$ cat src/rtl/pwm_pkg.sv
// rtl/pwm_pkg.sv - shared phase encoding and duty-range helper for the RGB PWM path
package pwm_pkg;

    typedef enum logic [2:0] {
        PH_RG_UP = 3'd0,
        PH_GR_DN = 3'd1,
        PH_GB_UP = 3'd2,
        PH_BG_DN = 3'd3,
        PH_BR_UP = 3'd4,
        PH_BR_DN = 3'd5
    } phase_e;

    // Full-on duty for an r-bit PWM stage; duty words are r+1 bits wide.
    function automatic int max_level(input int r);
        return 1 << r;
    endfunction

endpackage

$ cat src/rtl/step_tick_gen.sv
// rtl/step_tick_gen.sv - enabled prescaler producing a step tick every step_div_i+1 cycles
module step_tick_gen #(
    parameter int DIV_BITS = 16
) (
    input  logic                clk_i,
    input  logic                rst_i,
    input  logic                enable_i,
    input  logic                restart_i,
    input  logic [DIV_BITS-1:0] step_div_i,
    output logic                tick_o
);

    logic [DIV_BITS-1:0] cnt_q, cnt_d;

    // >= rather than == so a shrinking divider ticks immediately instead of wrapping.
    assign tick_o = enable_i && (cnt_q >= step_div_i);

    always_comb begin
        cnt_d = cnt_q;
        if (restart_i) begin
            cnt_d = '0;
        end else if (enable_i) begin
            cnt_d = tick_o ? '0 : cnt_q + 1'b1;
        end
    end

    always_ff @(posedge clk_i or negedge rst_i) begin
        if (!rst_i) begin
            cnt_q <= '0;
        end else begin
            cnt_q <= cnt_d;
        end
    end

endmodule

$ cat src/rtl/rgb_hue_sequencer.sv
// rtl/rgb_hue_sequencer.sv - six-phase colour wheel with brightness scaling feeding the RGB PWM stage
module rgb_hue_sequencer
    import pwm_pkg::*;
#(
    parameter int R        = 8,
    parameter int DIV_BITS = 16
) (
    input  logic                clk_i,
    input  logic                rst_i,
    input  logic                enable_i,
    input  logic                restart_i,
    input  logic [DIV_BITS-1:0] step_div_i,
    input  logic [R-1:0]        bright_i,
    output logic [R:0]          r_duty,
    output logic [R:0]          g_duty,
    output logic [R:0]          b_duty,
    output logic [2:0]          phase_o,
    output logic                wrap_o
);

    localparam logic [R:0] MAX_V = (R+1)'(max_level(R));
    localparam logic [R:0] LAST  = MAX_V - 1'b1;

    logic       tick;
    phase_e     phase_q, phase_d;
    logic [R:0] lvl_q, lvl_d;
    logic       wrap_q, wrap_d;
    logic [R:0] r_q, g_q, b_q, r_d, g_d, b_d;
    logic [R:0] raw_r, raw_g, raw_b, inv;

    step_tick_gen #(.DIV_BITS(DIV_BITS)) u_tick (
        .clk_i      (clk_i),
        .rst_i      (rst_i),
        .enable_i   (enable_i),
        .restart_i  (restart_i),
        .step_div_i (step_div_i),
        .tick_o     (tick)
    );

    // (raw * (bright+1)) >> R never exceeds MAX because bright+1 <= 2^R.
    function automatic logic [R:0] scale(input logic [R:0] raw, input logic [R-1:0] br);
        logic [2*R:0] p;
        p = (2*R+1)'(raw) * (2*R+1)'({1'b0, br} + (R+1)'(1));
        return (R+1)'(p >> R);
    endfunction

    always_comb begin
        phase_d = phase_q;
        lvl_d   = lvl_q;
        wrap_d  = 1'b0;
        if (restart_i) begin
            phase_d = PH_RG_UP;
            lvl_d   = '0;
        end else if (tick) begin
            if (lvl_q == LAST) begin
                lvl_d   = '0;
                wrap_d  = (phase_q == PH_BR_DN);
                phase_d = (phase_q == PH_BR_DN) ? PH_RG_UP : phase_e'(3'(phase_q + 3'd1));
            end else begin
                lvl_d = lvl_q + 1'b1;
            end
        end
    end

    always_comb begin
        inv   = MAX_V - lvl_q;
        raw_r = '0;
        raw_g = '0;
        raw_b = '0;
        case (phase_q)
            PH_RG_UP: begin raw_r = MAX_V; raw_g = lvl_q; end
            PH_GR_DN: begin raw_r = inv;   raw_g = MAX_V; end
            PH_GB_UP: begin raw_g = MAX_V; raw_b = lvl_q; end
            PH_BG_DN: begin raw_g = inv;   raw_b = MAX_V; end
            PH_BR_UP: begin raw_r = lvl_q; raw_b = MAX_V; end
            PH_BR_DN: begin raw_r = MAX_V; raw_b = inv;   end
            default:  begin raw_r = '0;    raw_g = '0;    end
        endcase
        r_d = scale(raw_r, bright_i);
        g_d = scale(raw_g, bright_i);
        b_d = scale(raw_b, bright_i);
    end

    always_ff @(posedge clk_i or negedge rst_i) begin
        if (!rst_i) begin
            phase_q <= PH_RG_UP;
            lvl_q   <= '0;
            wrap_q  <= 1'b0;
            r_q     <= '0;
            g_q     <= '0;
            b_q     <= '0;
        end else begin
            phase_q <= phase_d;
            lvl_q   <= lvl_d;
            wrap_q  <= wrap_d;
            r_q     <= r_d;
            g_q     <= g_d;
            b_q     <= b_d;
        end
    end

    assign r_duty  = r_q;
    assign g_duty  = g_q;
    assign b_duty  = b_q;
    assign phase_o = phase_q;
    assign wrap_o  = wrap_q;

endmodule

$ cat config.mk
export PLATFORM = sky130hd
export DESIGN_NAME = rgb_hue_sequencer
export DESIGN_NICKNAME = d
export VERILOG_FILES = /design/src/rtl/pwm_pkg.sv /design/src/rtl/step_tick_gen.sv /design/src/rtl/rgb_hue_sequencer.sv
export SDC_FILE = /design/constraint.sdc
export NUM_CORES = 1
export LEC_CHECK = 0
export CORE_UTILIZATION = 40
export CTS_CLUSTER_SIZE = 10
export DETAILED_ROUTE_END_ITERATION = 10
export PLACE_DENSITY = 0.58
export SLEW_MARGIN = 20
export SYNTH_ARGS = -nofsm -noshare
export SYNTH_HDL_FRONTEND = slang
export SYNTH_SLANG_ARGS = --single-unit
export TNS_END_PERCENT = 30
$ cat constraint.sdc
create_clock -name clk_i -period 18 [get_ports clk_i]
set_input_delay 2.7 -clock clk_i [delete_from_list [all_inputs] [get_ports clk_i]]
set_output_delay 2.7 -clock clk_i [all_outputs]
set_load 0.01 [all_outputs]
==> flow_metrics.tcl <==
set metrics [dict create \
    worstSetupStartpoint "bright_i[0]" \
    worst-endpoint-arrival_ns 8.85 \
    worst_hold_slack_ns 0.563 \
    drive_above_1_share 0.0410 \
    cp-endpoint "b_duty[6]$_DFF_PN0_" \
    drc 0 \
    yosysTopAreaCellShare 0.277 \
    post_cts_buffers 0 \
    clk_path_buf_depth 2 \
    routedWlPerCell_um 15.1 \
    ff2ff_setup_slack_ns 11.22 \
    clk_latency_ns 0.32 \
    ios 59 \
    startpoint_type "input port" \
    htree_levels 2 \
    outcome "completed" \
    place_hpwl_um 19100 \
    yosysSeqAreaShare 0.135 \
    path_max_fanout 26 \
    crit_slowest_cell "fa_1" \
    r2r_start "lvl_q[0]$_DFFE_PN0P_" \
    syn_avg_cell_area_um2 8.46 \
    endpoint_kind "flip-flop" \
    die_height_um 163 \
    cp_slowest_stage_delay_ns 0.56 \
    cts_tree "done" \
    crit_path_frequent_cell "fa_1" \
    worstMarginPinSlew_ns 0.905 \
    die_area_um2 26700 \
    worstHoldStart "u_tick.cnt_q[15]$_DFFE_PN0P_" \
    drt-total-wl_um 24100 \
    area_growth_pct 10.5 \
    setup_viol 0 \
    setup_tns_ns 0 \
    grt_pass1_vias 8466 \
    fin_worst_skew_ns 0.0107 \
    rsz0062_at_grt "false" \
    antenna_found_initial 0 \
    grt_max_degree 57 \
    leakage_nw 5.88 \
    synth_seq_cells 56 \
    cts_buffers 5 \
    synth_edf_count 0 \
    synthTopCellsByCount "inv_1 (235), fa_1 (144), nor2_1 (134), nand2_1 (124), ha_1 (117)" \
    hold_viol 0 \
    antennaDiodeCount 0 \
    worst-setup-path-type "input port to flip-flop" \
    relSlewSlack 0.396 \
    via_per_inst 5.14 \
    firstDrtPassIters 5 \
    syn_area_um2 10400 \
    io_buffers 58 \
    cap_violations 0 \
    cts.clk_slew.worst_paths_ns 0.09 \
    cts.repair.resized 0 \
    ir_worst_vdd_uv 32.9 \
    ant_nets 0 \
    grt_pass1_wl_um 41900 \
    syn_nets 1520 \
    synth_warnings 0 \
    vias 8210 \
    cp.required_ns 18.21 \
    final.min_clock_period_ns 8.64 \
    p_per_area_nw_per_um2 25.5 \
    initial_core_util 0.411 \
    crit_path_cell_trace "clkdlybuf4s50_1, buf_4, ha_1, and3_1, nand3_1, or2_2, fa_1, fa_1, inv_1, fa_1, inv_1, fa_1, inv_1, ha_1, nand2_1, or4_4, a31oi_4, nor4_1, a311o_1" \
    place_congestion 0.816 \
    cts_root_buf "clkbuf_16" \
    cts_sinks 56 \
    die_x_um 163 \
    synthArstFlopShare 1.00 \
    grt_usage 0.197 \
    core_area_um2 25300 \
    synth_area_leaders "fa_1 (28%), ha_1 (14%), dfrtp_1 (13%), inv_1 (8.5%), nor2_1 (4.8%)" \
    synth_cell_types 70 \
    yosysTopAreaCell "fa_1" \
    postSynthCellCount 1231 \
    fmax_ghz 0.116 \
    cts-hold-fix-buffers 0 \
    overflow 0 \
    r2r-end "g_duty[7]$_DFF_PN0_" \
    min_period_over_period 0.480 \
    nNetsFinal 1555 \
    hold_path_class "flip-flop to flip-flop" \
    drv_slew 0 \
    drt_iter0_drc 428 \
    reg2reg_depth 20 \
    synthFlopType "dfrtp_1" \
    row_count 58 \
    synth_most_common_cell "inv_1" \
]
## routing by layer
layer / up-vias / track usage / share of wire
li1: 3982 / - / -
met1: 4084 / 0.273 / 0.47
met2: 126 / 0.332 / 0.49
met3: 18 / 0.0140 / 0.031
met4: 0 / 0.0459 / 0.012
met5: - / 0 / 0
## sequential cells by signal, indices dropped and copies added (netlist names)
signal,count
wrap_o,1
phase_o,3
u_tick.cnt_q,16
b_duty,9
g_duty,9
lvl_q,9
r_duty,9
## cell type report
class	instances	area, um2
clock buffer	5	125
clock inverter	3	28.8
fill	2540	13800
inverter	236	886
multi-input combinational	892	7950
sequential	56	1400
tap	330	413
timing repair buffer	75	703
## worst min-delay path by stage
stage | end | slack (ns) | cells after the start
after floorplan | u_tick.cnt_q[15]$_DFFE_PN0P_ | 0.53 | 2
after global placement | u_tick.cnt_q[15]$_DFFE_PN0P_ | 0.55 | 2
after detailed placement | u_tick.cnt_q[15]$_DFFE_PN0P_ | 0.56 | 2
after CTS | u_tick.cnt_q[15]$_DFFE_PN0P_ | 0.57 | 2
after global routing | u_tick.cnt_q[15]$_DFFE_PN0P_ | 0.61 | 2
final | u_tick.cnt_q[15]$_DFFE_PN0P_ | 0.56 | 2
## report_power, final
group,internal (mW),switching (mW),leakage (nW)
sequential,0.127,0.000905,0.763
clock,0.0541,0.0598,0.0767
combinational,0.0195,0.0316,5.04
total,0.201,0.0924,5.88
## metrics by stage
stage | util | std cells | setup WS (ns) | cell area, um2 | power, mW
after floorplan | - | 1231 | 10.20 | 10400 | 0.156
after global placement | 0.448 | 1589 | 9.18 | 11300 | 0.182
after detailed placement | 0.448 | 1589 | 9.07 | 11300 | 0.182
after CTS | 0.454 | 1597 | 9.38 | 11500 | 0.299
after global routing | 0.455 | 1597 | 9.08 | 11500 | 0.308
final | 0.455 | 1597 | 9.36 | 11500 | 0.293
## cells by family (layout without fill, tap and decap cells)
logic type	Yosys count	in the layout	synth area share
xor gates and xnor gates	63	63	0.0543
buffers and inverters	283	319	0.103
AOI/OAI and AO/OA	152	152	0.103
DFF	56	56	0.135
adders and majority gates	261	261	0.417
and+or+nand+nor	416	416	0.188
## worst max-delay path: cells and delay by family
family | cells | cell delay, ns
adders and majority gates | 6 | 2.78
buffers and inverters | 5 | 0.89
AOI/OAI and AO/OA | 2 | 0.54
and+or+nand+nor | 6 | 1.93
## layout by cell type (no fill, tap or decap), types with 11 or more instances in the layout
cell type	count
fa_1	144
o21ai_0	20
buf_4	17
dfrtp_1	56
ha_1	117
inv_1	235
clkdlybuf4s50_1	57
nor3_1	33
xor2_1	24
and3_1	11
and2_1	15
a21o_1	12
nor2_1	133
a21oi_1	37
nand2b_1	23
nand2_1	124
xnor2_1	37
nand3_1	18
(Power assumes the default switching activity.)
